<file path="src/rtl/spine_router_pkg.sv">
// Shared constants and state encoding for the group spine router.
// Imported by the output arbiter and its round-robin picker.
package spine_router_pkg;

  localparam int NUM_PORTS   = 11;
  localparam int IDXW        = 4;
  localparam int MAX_PKT_LEN = 16;
  localparam int CNTW        = 5;

  typedef enum logic {
    ST_IDLE   = 1'b0,
    ST_LOCKED = 1'b1
  } state_e;

endpackage

</file>
<file path="src/rtl/rr_priority_pick.sv">
// Round-robin priority picker: first set request at or above ptr_i,
// wrapping modulo N. Purely combinational.
module rr_priority_pick
  import spine_router_pkg::*;
#(
  parameter int N = NUM_PORTS,
  parameter int W = IDXW
) (
  input  logic [N-1:0] req_i,
  input  logic [W-1:0] ptr_i,
  output logic [N-1:0] pick_o,
  output logic [W-1:0] idx_o,
  output logic         any_o
);

  // Walk the ports starting at the pointer and keep the first requester.
  always_comb begin
    int p;
    logic [W-1:0] pi;
    p      = 0;
    pi     = '0;
    pick_o = '0;
    idx_o  = '0;
    any_o  = 1'b0;
    for (int k = 0; k < N; k++) begin
      p = int'(ptr_i) + k;
      if (p >= N) p = p - N;
      pi = W'(p);
      if (!any_o && req_i[pi]) begin
        any_o      = 1'b1;
        pick_o[pi] = 1'b1;
        idx_o      = pi;
      end
    end
  end

endmodule

</file>
<file path="src/rtl/spine_output_arbiter.sv">
// Per-output-port packet arbiter: round-robin grant locked for a
// whole packet, with a beat watchdog that forces release.
module spine_output_arbiter
  import spine_router_pkg::*;
#(
  parameter int NUM_PORTS   = 11,
  parameter int IDXW        = 4,
  parameter int MAX_PKT_LEN = 16,
  parameter int CNTW        = 5
) (
  input  logic                 clk,
  input  logic                 reset,
  input  logic [NUM_PORTS-1:0] req,
  input  logic [NUM_PORTS-1:0] last,
  input  logic                 out_ready,
  output logic [NUM_PORTS-1:0] grant,
  output logic                 grant_valid,
  output logic [IDXW-1:0]      grant_idx,
  output logic                 xfer,
  output logic                 pkt_done,
  output logic                 timeout_err
);

  state_e               state_q;
  logic [NUM_PORTS-1:0] grant_q;
  logic [IDXW-1:0]      idx_q;
  logic [IDXW-1:0]      rr_ptr_q, rr_ptr_d;
  logic [CNTW-1:0]      beat_q, beat_d;
  logic                 done_q, tmo_q;

  logic [NUM_PORTS-1:0] pick;
  logic [IDXW-1:0]      pick_idx;
  logic                 pick_any;
  logic                 tail, wdog, rel;

  rr_priority_pick #(
    .N(NUM_PORTS),
    .W(IDXW)
  ) u_pick (
    .req_i (req),
    .ptr_i (rr_ptr_q),
    .pick_o(pick),
    .idx_o (pick_idx),
    .any_o (pick_any)
  );

  assign grant_valid = (state_q == ST_LOCKED);
  assign grant       = grant_q;
  assign grant_idx   = idx_q;
  assign pkt_done    = done_q;
  assign timeout_err = tmo_q;

  // Transfer, tail and watchdog conditions for the held grant.
  assign xfer = grant_valid & req[idx_q] & out_ready;
  assign tail = xfer & last[idx_q];
  assign wdog = xfer & ~last[idx_q]
              & (beat_q == CNTW'(MAX_PKT_LEN - 1));
  assign rel  = tail | wdog;

  // Pointer moves past the released input; beat counter steps.
  always_comb begin
    rr_ptr_d = (idx_q == IDXW'(NUM_PORTS - 1)) ? '0 : idx_q + 1'b1;
    beat_d   = beat_q + 1'b1;
  end

  // Arbiter FSM with counter and one-cycle status pulses.
  always_ff @(posedge clk or negedge reset) begin
    if (!reset) begin
      state_q  <= ST_IDLE;
      grant_q  <= '0;
      idx_q    <= '0;
      rr_ptr_q <= '0;
      beat_q   <= '0;
      done_q   <= 1'b0;
      tmo_q    <= 1'b0;
    end else begin
      done_q <= tail;
      tmo_q  <= wdog;
      case (state_q)
        ST_IDLE: begin
          if (pick_any) begin
            state_q <= ST_LOCKED;
            grant_q <= pick;
            idx_q   <= pick_idx;
            beat_q  <= '0;
          end
        end
        ST_LOCKED: begin
          if (rel) begin
            state_q  <= ST_IDLE;
            grant_q  <= '0;
            idx_q    <= '0;
            beat_q   <= '0;
            rr_ptr_q <= rr_ptr_d;
          end else if (xfer) begin
            beat_q <= beat_d;
          end
        end
        default: state_q <= ST_IDLE;
      endcase
    end
  end

endmodule

</file>
<file path="config.mk">
export PLATFORM = sky130hd
export DESIGN_NAME = spine_output_arbiter
export DESIGN_NICKNAME = d
export VERILOG_FILES = /design/src/rtl/spine_router_pkg.sv /design/src/rtl/rr_priority_pick.sv /design/src/rtl/spine_output_arbiter.sv
export SDC_FILE = /design/constraint.sdc
export NUM_CORES = 1
export LEC_CHECK = 0
export ABC_AREA = 1
export ABC_CLOCK_PERIOD_IN_PS = 4730
export BUFFER_PORTS_ARGS = -buffer_cell sky130_fd_sc_hd__buf_2
export CAP_MARGIN = 25
export CORE_MARGIN = 10
export CORE_UTILIZATION = 57
export DETAILED_ROUTE_END_ITERATION = 7
export PLACE_DENSITY = 0.77
export SETUP_SLACK_MARGIN = 0.5
export SYNTH_ARGS = -nofsm -noshare
export SYNTH_HDL_FRONTEND = slang
export SYNTH_HIERARCHICAL = 1
export SYNTH_SLANG_ARGS = --single-unit
export TNS_END_PERCENT = 20
</file>
<file path="constraint.sdc">
create_clock -name clk -period 4.73 [get_ports clk]
set_input_delay 0.946 -clock clk [delete_from_list [all_inputs] [get_ports clk]]
set_output_delay 0.946 -clock clk [all_outputs]
set_load 0.02 [all_outputs]
</file>
After elaboration in Yosys (flattened, before gate mapping) --
Cells that the tools add are included.
Word-level totals: flip-flop bits (word level) 27, bits of input ports 25, output and inout bits 19, word-level logic and storage cells 227
Operators by class: add/sub/neg operators 23, $lt $le $gt $ge 34, eq/ne operators 5, multiplexer cells 106, bitwise logic cells 18, reduce and logical (&&, ||, !) cells 34
Operators with widths (count):
- 2-to-1 mux 11 bit | 13
- OR 11 bit | 10
- 2-to-1 mux 4 bit | 25
- < comparator 4 x 5 -> 1 bit (second input constant) | 12
- binary-select mux 1 bit (select 4 bit) | 13
- >= comparator 5 x 4 -> 1 bit (second input constant) | 10
- demux 1 bit (select 4 bit) | 11
- >= comparator 4 x 1 -> 1 bit (second input constant) | 11
- subtractor 4 bit (second input constant) | 11
- 2-to-1 mux 1 bit | 37
- case mux 11 bit (2 select lines) | 1
- logical AND 1 bit | 21
- adder 4 x 3 -> 5 bit (second input constant) | 4
- adder 4 x 4 -> 5 bit (second input constant) | 3
- 2-to-1 mux 5 bit | 3
- adder 4 x 2 -> 5 bit (second input constant) | 2
- zero test 1 bit | 10
- case mux 5 bit (2 select lines) | 1
- case mux 4 bit (2 select lines) | 1
- AND reduction 2 bit | 3
- adder 4 x 1 -> 5 bit (second input constant) | 1
- adder 5 x 1 -> 5 bit (second input constant) | 1
- bitwise AND 1 bit | 5
- == test 5 x 4 -> 1 bit (second input constant) | 1
- other kinds (9) | 10

Longest topological paths before layout --
Gate-level depths: netlist of the first run.
depth in word-level cells 37, depth in mapped cells 31, gate-level depth less buffers 29

Modules after synthesis --
The synthesis of the first run kept the hierarchy.
Modules (own cells, without submodules):
- rr_priority_pick | instances 1, cells an instance 925, area each 4667.0 um2, sequential area each 0.0 um2
- spine_output_arbiter | instances 1, cells an instance 202, area each 1524.0 um2, sequential area each 675.6 um2

Worst setup path before layout of the first run --
No wires, ideal clock.
path type flip-flop to flip-flop, start point register rr_ptr_q[0], end point register idx_q[1], in the netlist grant_idx[1], setup time 66 ps, arrival 4142 ps, required time 4664 ps, slack 522 ps, stages on the path, launching flop included 28, path buffers 5, clock period less this slack 4208 ps, cell sequence dfrtp_1 inv_4 buf_1 ha_1 buf_4 inv_4 nand2_1 nand2_1 nand3_2 nand2_2 nand2_2 xor2_2 nor2_2 nand2_1 nand3_1 nand4_4 nor3_4 nand4_4 nor2_4 buf_6 o21ai_0 inv_1 nor2_1 inv_1 buf_4 buf_1 nand3_1 nand2_1
On the way: cells in the longest elaborated chain, start to end 37, elaborated cells on any way between the ends 111, those cells by class add/sub (21); order compare (11); eq/ne (1); mux (57); reduce/logical (21)
Ends and longest elaborated chain:
- start: declaration | line spine_output_arbiter.sv:27 | logic [IDXW-1:0] rr_ptr_q, rr_ptr_d;
- start signal: assignment | line spine_output_arbiter.sv:94 | rr_ptr_q <= rr_ptr_d;
- branches (longest 34 deep; another with adder 4 x 1 -> 5 bit)
- 2-to-1 mux 1 bit * | line rr_priority_pick.sv:29 | if (!any_o && req_i[pi]) begin
- named net pick_any | line spine_output_arbiter.sv:33 | logic pick_any;
- != test 2 bit (no source line) *
- AND reduction 2 bit (no source line) *
- end signal: assignment | line spine_output_arbiter.sv:84 | idx_q <= pick_idx;
- end: declaration | line spine_output_arbiter.sv:26 | logic [IDXW-1:0] idx_q;
Mark *: on every way through the listed nets, which the timed path passes. The select of a mux whose other input is x is not followed. A chain may end at the register's enable or synchronous reset.

Worst setup path in the final report of the first run --
start point register rr_ptr_q[1], end point register idx_q[3], in the netlist grant_idx[3]
On the way: cells in the longest elaborated chain, start to end 37, elaborated cells on any way between the ends 111, those cells by class add/sub (21); order compare (11); eq/ne (1); mux (57); reduce/logical (21)
Ends and longest elaborated chain:
- branches (longest 34 deep; another with adder 4 x 1 -> 5 bit)
- 2-to-1 mux 4 bit * | line rr_priority_pick.sv:29
- named net pick_idx[3] | line spine_output_arbiter.sv:32 | logic [IDXW-1:0] pick_idx;
- 2-to-1 mux 4 bit * | line spine_output_arbiter.sv:81 | if (pick_any) begin
- case mux 4 bit (2 select lines) * | line spine_output_arbiter.sv:79 | case (state_q)
Marks and branches as above.

==> flow_summary.ini, run 1 <==
[sta]
tns_ns = 0
fin_crit_sh_pct = 86.0
rsz0062_at_grt = yes
tightest_slew_ns = 0.925
max_freq_mhz = 246
slew_violations = 0
final_hold_viol_count = 0
slew_headroom_pct = 37.7
finalSetupViolCount = 0
fin_crit_ns = 4.07
fin_skew_ns = 0.0138

[routing]
wl_per_cell_um = 17.2
drc = 0
routed_wl_um = 22600
vias = 8021
viasPerCell = 6.10
dr.pass1.iters = 8
postRouteAntennaNets = 0
drt_iter0_drc = 1603

[global_route]
overflow = 0
track_usage_pct = 26.8
grt_start_max_net_pins = 28
grt_pass1_vias = 6951
grt_pass1_wl_um = 35600
grt_antenna_before_repair = 0

[critical_path]
crit_type = reg -> reg
crit_arrival_ns = 4.25
start_kind = flop
worst-path-max-fanout = 10
regToRegSetupSlack_ns = 0.66
worstPathRequired_ns = 4.91
r2r_cells = 22
r2r-start = rr_ptr_q[1]
cp-startpoint = rr_ptr_q[1]
reg2reg_to = grant_idx[3]
crit_path_end = grant_idx[3]
critPathCaptureType = flop

[min_path]
hold_path_class = reg -> reg

[synth]
yosysTopAreaCell = nand2_1
netlist_area_um2 = 6190
yosysUniqueCellTypes = 49
synth_most_common_cell = nand2_1
synth_seq_cells = 27
avgSynthCellArea_um2 = 5.49
ys_top_cells_by_count = nand2_1, nand3_1, nor2_1
syn_nets = 1170
synth_edf_count = 0
ys_warn_count = 6
synthFlopType = dfrtp_1
synth_top_area_share_pct = 21.6
synthCells = 1127
yosysSeqAreaShare_pct = 10.9
synthTopCellsByArea = nand2_1, nand3_1, dfrtp_1
synth-async-reset-ratio_pct = 100

[finish]
layout-drive-gt1-share_pct = 18.7
final_cell_area_um2 = 6720
diodes = 0
synthToLayoutAreaGrowth_pct = 8.47
fin_nets = 1223
fillers = 1079

[power]
ir_worst_vdd_v = 0.000150
power.leakage_uw = 0.00348
p_per_area_nw_per_um2 = 70.9

[placed_design]
dp.final_hpwl_um = 17900
io_buffers = 43
gp_congestion = 1.18
dpl_cell_area_um2 = 6520

[flow_run]
cap_violations = 0

[die]
core_area_um2 = 10500
num_rows = 37
io_pins = 44
die_area_um2 = 15400
initial_core_util_pct = 59.2
die_w_um = 124
die_h_um = 124

[clock_network]
clkLatencyLatePin_ns = 0.28
cts_tree = yes
cts_buffer_depth = 2
clkTransAtPathRegs_ns = 0.10
cts_root_buf = clkbuf_8
numCtsBuffers = 3
cts_num_sinks = 27
htreeDepth = 1

[status]
status = finished, final reports clean
critical path, stage by stage (launching register included):
cell	delay, ns
dfrtp_1	0.40
clkinvlp_4	0.24
ha_1	0.41
inv_1	0.21
nand3_4	0.11
nand2_4	0.09
nand2_4	0.08
o21ai_1	0.24
inv_1	0.17
nor2_2	0.28
nand2_1	0.14
nand2_1	0.08
nor2_1	0.06
nand3_2	0.18
inv_1	0.12
nand2_1	0.08
nand2_1	0.06
nor2_1	0.08
nand3_1	0.09
nor3b_1	0.50
nand4_1	0.18
nand2_1	0.11
nand2_1	0.06
state kept, by name, summed over array words and instances, names as in the netlist:
register and count:
beat_q 5, grant 11, grant_idx 4, grant_valid 1
pkt_done 1, rr_ptr_q 4, timeout_err 1
layer usage:
metal	wire length [µm]	share of wire, %	vias to the layer above	track usage [%]
met1	8960	40	3560	36.3
met5	0	0	-	0
met3	3220	14	102	5.86
li1	-	-	3784	-
met2	9480	42	575	40.5
met4	931	4.1	0	9.82
kinds of logic (layout without fill, tap and decap cells):
group	Yosys count	after routing	share of synthesized area, %
XOR/XNOR	7	7	1.35
adder cells (fa/ha/maj)	18	18	3.64
buffers and inverters	155	207	11.2
AND/OR/NAND/NOR	798	798	61.0
flip-flops	27	27	10.9
AO/OA/AOI/OAI	122	122	11.9
layout make-up:
type                    instances  area, µm²  share of cell area, %
clock inverters                 1       7.51                  0.112
clock buffers                   3       41.3                  0.615
inverters                     134        528                   7.86
multi-input cells             945       4880                   72.7
flip-flops and latches         27        677                   10.1
repair buffers                 69        410                   6.11
well taps                     136        170                   2.53
through the flow:
stage	hold slack [ns]	worst slack (ns)	util [%]	power, µW	cells
floorplan	0.501	0.522	-	298	1127
global placement	0.489	0.293	62.3	342	1300
detailed placement	0.482	0.111	62.3	343	1300
CTS	0.509	0.522	62.8	473	1304
global route	0.542	0.408	64.2	494	1315
finish	0.508	0.661	64.2	476	1315
placed cells by master (no fill, tap or decap), types with 4 or more instances in the layout:
cell type | synthesis | final
nor4_1 | 4 | 4
nor2_4 | 5 | 7
nand3_1 | 149 | 149
nand2_2 | 29 | 31
a22oi_1 | 4 | 4
o21ai_4 | 4 | 6
nor2_2 | 17 | 18
o21ai_1 | 16 | 16
nand4_1 | 32 | 32
nand2_1 | 356 | 354
nand2_4 | 10 | 10
nand3_2 | 21 | 21
a21oi_1 | 23 | 23
nor2_1 | 147 | 144
ha_1 | 18 | 16
dfrtp_1 | 27 | 26
o21ai_2 | 8 | 7
inv_1 | 102 | 100
o21ai_0 | 49 | 48
o22ai_1 | 8 | 8
inv_2 | 25 | 25
buf_2 | 4 | 43
buf_4 | 5 | 26
nor3_1 | 13 | 13
how the worst min path moves through the flow:
stage / startpoint / end / slack [ns] / depth (start not counted)
floorplan: beat_q[4] / beat_q[4] / 0.50 / 2
detailed placement: grant[6] / grant[6] / 0.48 / 2
CTS: grant[9] / grant[9] / 0.51 / 2
global route: grant[10] / grant[10] / 0.54 / 2
finish: grant[1] / grant[1] / 0.51 / 2
global placement: grant[5] / grant[5] / 0.49 / 2
report_power, final:
group          internal [µW]  leakage [µW]  switching [µW]
combinational           31.2       0.00312            82.4
clock                   59.8     0.0000217            71.9
sequential               231      0.000334               0
total                    322       0.00348             154
timing repair:
action / CTS / global route
hold buffers: 0 / 0
resized for setup: 2 / 14
pin swaps: 0 / 1
endpoints found under the setup margin: 21 / 21
buffers inserted: 0 / 11
(Power assumes the default switching activity.)
==> inputs of run 2 (changes only) <==
--- a/config.mk
+++ b/config.mk
@@ -16,6 +16,5 @@
 export SETUP_SLACK_MARGIN = 0.5
 export SYNTH_ARGS = -nofsm -noshare
 export SYNTH_HDL_FRONTEND = slang
-export SYNTH_HIERARCHICAL = 1
 export SYNTH_SLANG_ARGS = --single-unit
 export TNS_END_PERCENT = 20
==> constraint.sdc (replaced) <==
create_clock -name clk -period 4.73 [get_ports clk]
set_input_delay 0.473 -clock clk [delete_from_list [all_inputs] [get_ports clk]]
set_output_delay 0.473 -clock clk [all_outputs]
set_load 0.02 [all_outputs]
==> flow_summary.ini, run 2 <==
[status]
status = finished, final reports clean

[global_route]
grt_antenna_before_repair = 0
overflow = 0
grt_pass1_wl_um = 38400
track_usage_pct = 29.3
grt_pass1_vias = 7317
grt_start_max_net_pins = 28

[flow_run]
cap_violations = 0

[sta]
fin_crit_sh_pct = 84.9
slew_headroom_pct = 53.1
fin_skew_ns = 0.00413
fin_crit_ns = 4.02
final_hold_viol_count = 0
tns_ns = 0
hold_ws_ns = 0.186
slew_violations = 0
tightest_slew_ns = 0.695
max_freq_mhz = 249
finalSetupViolCount = 0
rsz0062_at_grt = yes

[die]
io_pins = 44
die_w_um = 124
num_rows = 38
die_h_um = 124
initial_core_util_pct = 57.9
core_area_um2 = 10700
die_area_um2 = 15500

[routing]
dr.pass1.iters = 6
drc = 0
drt_iter0_drc = 1013
viasPerCell = 5.99
postRouteAntennaNets = 0
routed_wl_um = 24100
wl_per_cell_um = 17.8
vias = 8111

[synth]
yosysUniqueCellTypes = 49
synth_seq_cells = 27
avgSynthCellArea_um2 = 5.28
synth_top_area_share_pct = 22.9
synth_edf_count = 0
synthCells = 1178
synth-async-reset-ratio_pct = 100
ys_top_cells_by_count = nand2_1, nor2_1, nand3_1
synth_most_common_cell = nand2_1
synthFlopType = dfrtp_1
yosysTopAreaCell = nand2_1
yosysSeqAreaShare_pct = 10.9
netlist_area_um2 = 6220
syn_nets = 1220
synthTopCellsByArea = nand2_1, nand3_1, nor2_1
ys_warn_count = 0

[finish]
register_area_um2 = 676
fin_nets = 1256
synthToLayoutAreaGrowth_pct = 6.96
diodes = 0
fin_cells = 1353
largest_reg_flops = 11
final_common_cell = nand2_1
fillers = 1149
multi_input_area_um2 = 4890
final_util_pct = 61.9
layout_common_cells = nand2_1, nor2_1, nand3_1
layout-drive-gt1-share_pct = 13.8

[min_path]
hold_path_class = in -> async

[placed_design]
io_buffers = 43
dp.final_hpwl_um = 18600
place_inst = 1343
gp_congestion = 1.03

[critical_path]
r2r-start = rr_ptr_q[1]
start_kind = flop
regToRegSetupSlack_ns = 0.71
worst-path-max-fanout = 14
critPathCaptureType = flop
r2r_cells = 23
crit_path_end = grant[6]
cp-startpoint = rr_ptr_q[1]
crit_arrival_ns = 4.19
reg2reg_to = grant[6]
worstPathRequired_ns = 4.90
crit_type = reg -> reg

[clock_network]
htreeDepth = 1
cts_num_sinks = 27
cts_buffer_depth = 2
numCtsBuffers = 3
cts_root_buf = clkbuf_8
cts_tree = yes
clkLatencyLatePin_ns = 0.29
clkTransAtPathRegs_ns = 0.09
run 2: area by class of cell:
cell class                      count  area share, %
Tap cell                          140           2.63
Sequential cell                    27           10.2
Multi-Input combinational cell    989           73.5
Clock buffer                        4          0.677
Inverter                          131           7.56
Timing Repair Buffer               62           5.43
run 2: per-layer routing:
metal  up-vias  wire length [µm]  track usage (%)
met5         -                 0                0
met4         0              1490             17.3
met3       116              2750             5.11
met2       494             10700             47.3
met1      3607              9110             35.6
li1       3894                 -                -
run 2: cell families (layout without fill, tap and decap cells):
| family | after synthesis | in the layout | share of synthesized area [%] |
|---|---|---|---|
| AND/OR/NAND/NOR | 836 | 836 | 60.0 |
| buffers and inverters | 162 | 197 | 11.2 |
| AO/OA/AOI/OAI | 121 | 121 | 11.5 |
| flip-flops | 27 | 27 | 10.9 |
| adder cells (fa/ha/maj) | 17 | 17 | 3.42 |
| XOR/XNOR | 14 | 14 | 2.88 |
| multiplexers | 1 | 1 | 0.161 |
run 2: worst min-delay path by stage:
stage | from | endpoint | slack (ns) | cells after the start
finish | reset | grant[1] | 0.19 | 1
floorplan | reset | beat_q[0] | 0.18 | 0
global route | reset | grant[0] | 0.22 | 1
detailed placement | grant[0] | grant[0] | 0.50 | 2
global placement | grant[5] | grant[5] | 0.49 | 2
CTS | reset | grant[1] | 0.20 | 1
run 2: worst max-delay path, stage by stage (launching register included):
cell	delay [ns]
dfrtp_1	0.40
clkinvlp_4	0.23
ha_1	0.42
nor2_1	0.15
nand2_1	0.10
nand2_2	0.11
nand2_2	0.12
o21ai_2	0.32
inv_1	0.19
nand2_1	0.10
nand2_1	0.06
nand2_1	0.07
nand3_2	0.18
nand4_1	0.27
nor2_4	0.11
buf_4	0.17
nand3_4	0.14
nor2_1	0.06
nor2_1	0.16
nand3_1	0.13
nor2_1	0.14
nand3_1	0.11
nand2_1	0.08
nand2_1	0.07
run 2: timing repair:
item	CTS	global route
setup buffers	0	6
endpoints found under the hold margin	0	0
hold buffers	0	0
resized for setup	0	16
setup endpoints to repair	0	21
run 2: per-stage QoR:
| step | worst slack (ns) | area, µm² |
|---|---|---|
| 5_1_grt | 0.401 | 6650 |
| 2_1_floorplan | 1.33 | 6220 |
| 6_report | 0.713 | 6650 |
| 3_3_place_gp | 0.665 | 6500 |
| 4_1_cts | 0.624 | 6550 |
| 3_5_place_dp | 0.646 | 6500 |
Power of run 2 is left out: the tool's default activity adds up to more than one toggle a clock period on the data nets, which glitch-free logic cannot reach.
